## src/rtl/write_controller.sv

```systemverilog
// Write side of the Sobel pipeline: takes filtered pixels over valid/ready and
// issues one Avalon-MM word write per pixel into the output frame buffer.
module write_controller #(
   parameter int unsigned IMG_WIDTH  = 640,
   parameter int unsigned IMG_HEIGHT = 480,
   parameter logic [31:0] BASE_ADDR  = 32'h0012_C000
) (
   input  logic        clk,
   input  logic        rst,
   input  logic        startSobel,
   input  logic        pixValid,
   input  logic [7:0]  pixData,
   output logic        pixReady,
   input  logic        avm_waitrequest,
   output logic [31:0] writeAddress,
   output logic [31:0] writeData,
   output logic        writeEnable,
   output logic        busy,
   output logic        frameDone,
   output logic [8:0]  outRow,
   output logic [9:0]  outCol
);

   localparam logic [31:0] WIDTH_W  = 32'(IMG_WIDTH);
   localparam logic [8:0]  ROW_LAST = 9'(IMG_HEIGHT - 32'd3);
   localparam logic [9:0]  COL_LAST = 10'(IMG_WIDTH - 32'd3);

   typedef enum logic [1:0] {
      ST_IDLE   = 2'd0,
      ST_ACCEPT = 2'd1,
      ST_WRITE  = 2'd2,
      ST_DONE   = 2'd3
   } state_t;

   state_t      state_r, state_s;
   logic [8:0]  row_r, row_s;
   logic [9:0]  col_r, col_s;
   logic [31:0] addr_r, data_r;
   logic        pix_ready_r, write_enable_r, busy_r, frame_done_r;
   logic        accept_s, ack_s, last_s;

   // The +1 offsets place each result under the centre of its 3x3 window.
   function automatic logic [31:0] calc_addr(input logic [8:0] row, input logic [9:0] col);
      logic [31:0] row_w, col_w;
      row_w = {23'd0, row} + 32'd1;
      col_w = {22'd0, col} + 32'd1;
      return BASE_ADDR + ((row_w * WIDTH_W + col_w) * 32'd4);
   endfunction

   function automatic logic [31:0] pack_grey(input logic [7:0] pix);
      return {8'h00, pix, pix, pix};
   endfunction

   assign accept_s = (state_r == ST_ACCEPT) && pixValid;
   assign ack_s    = (state_r == ST_WRITE) && !avm_waitrequest;
   assign last_s   = (row_r == ROW_LAST) && (col_r == COL_LAST);

   // Next-state decode for the frame sequencer.
   always_comb begin
      state_s = state_r;
      case (state_r)
         ST_IDLE: begin
            if (startSobel) state_s = ST_ACCEPT;
            else            state_s = ST_IDLE;
         end
         ST_ACCEPT: begin
            if (pixValid) state_s = ST_WRITE;
            else          state_s = ST_ACCEPT;
         end
         ST_WRITE: begin
            if (avm_waitrequest) state_s = ST_WRITE;
            else if (last_s)     state_s = ST_DONE;
            else                 state_s = ST_ACCEPT;
         end
         ST_DONE: state_s = ST_IDLE;
         default: state_s = ST_IDLE;
      endcase
   end

   // Row/column advance; frozen while a write stalls and after the final pixel.
   always_comb begin
      row_s = row_r;
      col_s = col_r;
      if ((state_r == ST_IDLE) && startSobel) begin
         row_s = 9'd0;
         col_s = 10'd0;
      end else if (ack_s && !last_s) begin
         if (col_r == COL_LAST) begin
            col_s = 10'd0;
            row_s = row_r + 9'd1;
         end else begin
            col_s = col_r + 10'd1;
         end
      end else begin
         row_s = row_r;
         col_s = col_r;
      end
   end

   // State, counters and registered Avalon/handshake outputs.
   always_ff @(posedge clk or posedge rst) begin
      if (rst) begin
         state_r        <= ST_IDLE;
         row_r          <= 9'd0;
         col_r          <= 10'd0;
         addr_r         <= 32'd0;
         data_r         <= 32'd0;
         pix_ready_r    <= 1'b0;
         write_enable_r <= 1'b0;
         busy_r         <= 1'b0;
         frame_done_r   <= 1'b0;
      end else begin
         state_r        <= state_s;
         row_r          <= row_s;
         col_r          <= col_s;
         pix_ready_r    <= (state_s == ST_ACCEPT);
         write_enable_r <= (state_s == ST_WRITE);
         busy_r         <= (state_s != ST_IDLE);
         frame_done_r   <= (state_s == ST_DONE);
         if (accept_s) begin
            addr_r <= calc_addr(row_r, col_r);
            data_r <= pack_grey(pixData);
         end else begin
            addr_r <= addr_r;
            data_r <= data_r;
         end
      end
   end

   assign pixReady     = pix_ready_r;
   assign writeEnable  = write_enable_r;
   assign writeAddress = addr_r;
   assign writeData    = data_r;
   assign busy         = busy_r;
   assign frameDone    = frame_done_r;
   assign outRow       = row_r;
   assign outCol       = col_r;

endmodule

```

## config.mk

```make
export PLATFORM = sky130hd
export DESIGN_NAME = write_controller
export DESIGN_NICKNAME = d
export VERILOG_FILES = /design/src/rtl/write_controller.sv
export SDC_FILE = /design/constraint.sdc
export NUM_CORES = 1
export LEC_CHECK = 0
export BUFFER_PORTS_ARGS = -buffer_cell sky130_fd_sc_hd__buf_4
export CORE_ASPECT_RATIO = 1.25
export CORE_MARGIN = 2
export CORE_UTILIZATION = 53
export CTS_BUF_LIST = sky130_fd_sc_hd__clkbuf_16
export DETAILED_ROUTE_END_ITERATION = 16
export GPL_TIMING_DRIVEN = 0
export PLACE_DENSITY_LB_ADDON = 0.12
export SYNTH_ARGS = -nofsm -noshare
export SYNTH_HDL_FRONTEND = slang
export SYNTH_SLANG_ARGS = --single-unit
```

## constraint.sdc

```tcl
create_clock -name clk -period 5.35 [get_ports clk]
set_clock_uncertainty 0.05 [all_clocks]
set_input_delay 0 -clock clk [delete_from_list [all_inputs] [get_ports clk]]
set_output_delay 0 -clock clk [all_outputs]
set_load 0.02 [all_outputs]
```

==> reports/metrics.yaml, run 1 <==
layout:
  drive_gt1_share_pct: 28.8
  area_delta_synth_final_pct: 28.5
  num_antenna_cells: 0
  finalInstanceArea_um2: 4800
  finalCoreUtilization_pct: 69.7
  nets: 555
  fill_cells: 568
logic_synthesis:
  synth_ff_type: "dfrtp_1"
  synth.avg_cell_area_um2: 9.27
  synth-edff-count: 0
  netlist_area_um2: 3730
  netlist_instances: 403
  ys_types: 60
  yosysMostFrequentCell: "dfrtp_1"
  ys_seq_area_share_pct: 36.9
  synth_top_area_cell: "dfrtp_1"
  synth_top_area_share_pct: 36.9
  ys_async_sr_fraction_pct: 100
  yosysWarnings: 0
  ys_seq_elements: 55
  yosys-top-cells-area: "dfrtp_1 (37%), ha_1 (7.4%), buf_4 (6.8%)"
  yosys-top-cells-count: "dfrtp_1 (55), o21ai_0 (35), buf_4 (34), nand2_1 (34), nor2_1 (32)"
worst_setup_path:
  cp-end-kind: "flip-flop"
  cp-endpoint: "writeAddress[20]"
  worstPathRequired_ps: 5480
  crit_start: "outRow[0]"
  r2r-end: "writeAddress[20]"
  path_max_fanout: 7
  worst_setup_path_start_kind: "flip-flop"
  path_class: "flip-flop to flip-flop"
  arrival_ps: 4450
  r2r_cells: 15
  reg2reg_slack_ps: 1030
  timing.rr.start: "outRow[0]"
floorplan:
  initial_core_util_pct: 54.2
  num_io_pins: 100
  num_rows: 34
  die_y_um: 97.9
  die_x_um: 79.1
  dieArea_um2: 7740
  core_um2: 6890
timing:
  post-route-period-util_pct: 80.8
  setup_violations: 0
  tns_ps: 0
  max-slew-margin-rel_pct: 65.7
  rsz0062_at_grt: "false"
  max_freq_mhz: 231
  min_period_ps: 4320
  postLayoutSetupSlackWorst_ps: 1030
  slew_violations: 0
  hold_viol_final: 0
  worst_slew_pin_slew_ps: 513
outcome:
  outcome: "complete, no violations"
routing:
  drcViolationCount: 0
  drtPass1Iterations: 4
  ant_nets: 0
  routed_wl_mm: 7.77
  first_iter_violations: 69
  vias: 3108
  vias_per_cell: 5.10
  routedWlPerCell_um: 12.7
place:
  io_buffers: 81
  placed_area_um2: 4540
  routabilityCongestion: 0.789
  dp_hpwl_mm: 6.03
  dp_slack_ps: 1110
clock_tree:
  clk_pin_slew_ps: 70
  cts_buffers: 5
  cts_max_level: 2
  cts.sinks: 55
  cts_resized: 0
  cts_tree: "built"
  holdBufCountCts: 9
  postCtsSetupRepairBufs: 0
  clk_root_buffer_cell: "clkbuf_16"
  clk_latency_ps: 290
  cts.path.max_buffers: 2
grt:
  grt_max_degree: 34
  track_usage_pct: 20.5
  grt_pass1_wl_mm: 13.2
  antenna_found_initial: 0
  grt_pass1_vias: 2974
  grt_overflow: 0
run:
  drv_cap: 0
power_and_ir_drop:
  power_density_nw_per_um2: 353
  ir_drop_mv: 0.239
  power.static_leakage_nw: 2.35
worst_hold_path:
  hold_class: "primary input to flip-flop"
  min_from: "pixValid"
[stage by stage]
step           power, mW  instances  hold WS, ps
2_1_floorplan       1.04        421          101
5_1_grt             1.79        610          156
3_3_place_gp        1.31        592          185
3_5_place_dp        1.33        593         10.8
6_report            1.69        610         94.1
4_1_cts             1.71        610         93.6
[report_power, final]
group,internal [mW],switching [mW],leakage (nW)
clock,0.221,0.146,0.0818
combinational,0.349,0.401,1.55
sequential,0.506,0.0701,0.719
[worst max-delay path, stage by stage, from the launching register on]
cell	delay (ps)
dfrtp_1	480
ha_1	240
and3_1	230
and3_1	160
clkbuf_1	220
nand3_1	130
xnor2_1	300
ha_1	290
ha_1	350
o21a_1	220
a221o_1	430
or3_1	370
xor2_1	310
a31o_1	220
a21oi_1	70
a21o_1	160
[logic make-up (layout without fill, tap and decap cells)]
| logic type | after synthesis | count (layout) | share of synthesized area [%] |
|---|---|---|---|
| buf+inv | 63 | 162 | 10.1 |
| fa+ha+maj | 23 | 23 | 7.91 |
| flops | 55 | 55 | 36.9 |
| other cells | 1 | 19 | 0.100 |
| mux | 11 | 11 | 3.28 |
| simple gates | 124 | 124 | 16.8 |
| xor+xnor | 44 | 44 | 10.5 |
| compound gates | 82 | 82 | 14.5 |
[sequential cells by signal, summed over array words and instances, names as in the netlist]
signal and cells:
busy 1, outCol 10, frameDone 1, writeAddress 22, writeData 8, state_r 2, pixReady 1, outRow 9
writeEnable 1
[layer usage]
metal  share of wire, %  GRT usage [%]  wire length (µm)
met1                 43           25.2              3320
met4                1.0           5.17                80
met3                4.8           2.96               374
met5                  0              0                 0
met2                 51           37.2              4000
[worst min path at each step]
stage | endpoint | slack [ps] | cells after the start
after CTS | pixReady | 90 | 4
after detailed placement | writeData[16] | 10 | 2
after global placement | writeData[20] | 190 | 2
after global routing | busy | 160 | 4
after floorplan | writeData[15] | 100 | 1
final | pixReady | 90 | 4
[placed cells by master, fill, tap and decap left out, types with 4 or more instances in the layout]
cell | synthesis | final
ha_1 | 22 | 22
nor2_1 | 32 | 32
buf_2 | 4 | 4
and3_1 | 8 | 8
nand2_1 | 34 | 34
clkbuf_16 | 0 | 5
dlygate4sd3_1 | 0 | 9
nor3_1 | 6 | 6
inv_1 | 13 | 12
buf_4 | 34 | 115
o31ai_1 | 5 | 5
xor2_1 | 20 | 20
clkbuf_1 | 11 | 11
o21a_1 | 5 | 5
xnor2_1 | 23 | 23
mux2_2 | 10 | 10
nand4_1 | 6 | 6
nand2b_1 | 7 | 7
o21ai_1 | 4 | 4
conb_1 | 1 | 19
a21oi_1 | 8 | 8
nand3_1 | 10 | 10
dfrtp_1 | 55 | 55
o21ai_0 | 35 | 35
[cell type report]
type | count | area (µm²) | share of cell area [%]
buffer | 50 | 328 | 6.83
inverter | 13 | 48.8 | 1.02
tap | 90 | 113 | 2.35
clock buffer | 5 | 125 | 2.61
clock inverter | 3 | 42.5 | 0.886
multi-input combinational | 303 | 2050 | 42.7
sequential | 55 | 1380 | 28.7
timing repair buffer | 91 | 718 | 15.0
No activity file was read; power rests on OpenSTA's default activity.
==> run 2, diff against run 1 <==
- CORE_UTILIZATION: 53 -> 48
- clock period: 5.35 -> 3.6 ns (I/O delays scaled with it)
==> reports/metrics.yaml, run 2 (synthesis results as in run 1) <==
clock_tree:
  clk_pin_slew_ps: 80
  clk_root_buffer_cell: "clkbuf_16"
  cts.path.max_buffers: 2
  cts_tree: "built"
  clk_latency_ps: 300
  cts_buffers: 5
  cts.sinks: 55
  cts_max_level: 2
routing:
  routedWlPerCell_um: 14.4
  drcViolationCount: 0
  vias_per_cell: 5.16
  ant_nets: 0
  drtPass1Iterations: 4
  vias: 3331
  routed_wl_mm: 9.26
  first_iter_violations: 94
grt:
  antenna_found_initial: 0
  grt_pass1_vias: 3040
  grt_pass1_wl_mm: 13.8
  grt_max_degree: 35
  grt_overflow: 0
  track_usage_pct: 19.6
worst_setup_path:
  cp-end-kind: "flip-flop"
  timing.rr.start: "outRow[0]"
  r2r_cells: 16
  path_class: "flip-flop to flip-flop"
  worstPathRequired_ps: 3720
  worst_setup_path_start_kind: "flip-flop"
  arrival_ps: 3980
  r2r-end: "writeAddress[21]"
  path_max_fanout: 5
  reg2reg_slack_ps: -260
layout:
  largest_register_ffs: 22
  nets: 588
  area_delta_synth_final_pct: 48.9
  final_common_cell: "buf_4"
  instances_no_fill: 645
  mostFrequentLayoutCells: "buf_4 (144), dfrtp_1 (50), o21ai_0 (35)"
  drive_gt1_share_pct: 43.8
  num_antenna_cells: 0
  fill_cells: 549
timing:
  hold_viol_final: 0
  post-route-period-util_pct: 107
  postLayoutSetupSlackWorst_ps: -258
  slew_violations: 0
  max-slew-margin-rel_pct: 58.7
  max_freq_mhz: 259
  setup_violations: 4
  worst_slew_pin_slew_ps: 620
  rsz0062_at_grt: "true"
  min_period_ps: 3860
floorplan:
  die_y_um: 103
  die_x_um: 82.9
  core_um2: 7440
  initial_core_util_pct: 50.2
  num_io_pins: 100
  num_rows: 35
  dieArea_um2: 8510
place:
  dp_hpwl_mm: 6.11
  io_buffers: 81
  dp_slack_ps: -324
  placed_cells: 595
  routabilityCongestion: 0.796
run:
  drv_cap: 0
power_and_ir_drop:
  power_density_nw_per_um2: 444
  ir_drop_mv: 0.420
  power.static_leakage_nw: 2.63
outcome:
  violations: "negative setup slack"
  outcome: "finished with violations"
worst_hold_path:
  hold_end: "pixReady"
  min_from: "pixValid"
  holdPathStages: 4
  hold_class: "primary input to flip-flop"
-- run 2: changes by cell type in the layout (fill, tap and decap cells not counted), sizes merged --
cell	change
clkinvlp	+1
bufinv	-1
clkinv	-1
buf	+35
inv	+1
clkbuf	-2
-- run 2: critical path, stage by stage, from the launching register on --
cell	delay (ps)
dfrtp_2	490
ha_4	200
and3_4	170
xnor2_4	150
inv_2	90
ha_4	290
inv_2	40
fa_2	410
nand2b_4	170
a2111oi_4	360
o21ai_2	120
or3_4	360
nor4_4	270
xnor2_2	140
a21oi_2	180
xor2_1	170
o21ai_1	70
-- run 2: timing repair --
| action | in CTS | in global routing |
|---|---|---|
| pin swaps | 22 | 26 |
| setup buffers | 22 | 13 |
| hold endpoints to repair | 29 | 0 |
| resized for setup | 37 | 29 |
| endpoints found under the setup margin | 5 | 6 |
| hold buffers | 9 | 0 |
-- run 2: area by class of cell --
type | instances | area [µm²] | share of cell area [%]
Tap cell | 92 | 115 | 2.07
Clock buffer | 5 | 125 | 2.25
Buffer | 48 | 327 | 5.87
Inverter | 13 | 53.8 | 0.968
Clock inverter | 3 | 20.0 | 0.360
Multi-Input combinational cell | 303 | 2520 | 45.3
Sequential cell | 55 | 1380 | 24.9
Timing Repair Buffer | 126 | 1020 | 18.4
-- run 2: power by group --
group	switching (mW)	internal, mW
clock network	0.233	0.259
registers	0.102	0.752
logic	0.599	0.522
total	0.934	1.53
-- run 2: worst max-delay path by stage --
stage / end / slack (ps) / from / cells past startpoint
floorplan: writeAddress[20] / -90 / outRow[1] / 16
global placement: writeAddress[20] / -240 / outRow[0] / 16
detailed placement: writeAddress[20] / -320 / outRow[0] / 16
CTS: writeAddress[21] / -120 / outRow[0] / 18
global route: writeAddress[21] / -400 / outRow[1] / 16
finish: writeAddress[21] / -260 / outRow[0] / 16
-- run 2: per-layer routing --
metal | share of wire, % | vias up | track usage [%]
met5 | 0 | - | 0
met3 | 4.6 | 12 | 3.28
met1 | 39 | 1591 | 22.7
met2 | 55 | 94 | 38.0
met4 | 1.5 | 0 | 5.04
li1 | - | 1634 | -
-- run 2: stage by stage --
stage          util (%)  TNS [ps]  area (µm²)  power (mW)  hold WS, ps
6_report           74.7      -876        5560        2.47         69.6
5_1_grt            74.7     -1610        5560        2.60          117
4_1_cts            70.8      -319        5270        2.48         69.6
3_5_place_dp       62.5     -1070        4660        1.98        -2.85
3_3_place_gp       62.3      -842        4640        1.95          185
2_1_floorplan         -      -199        3910        1.54          101
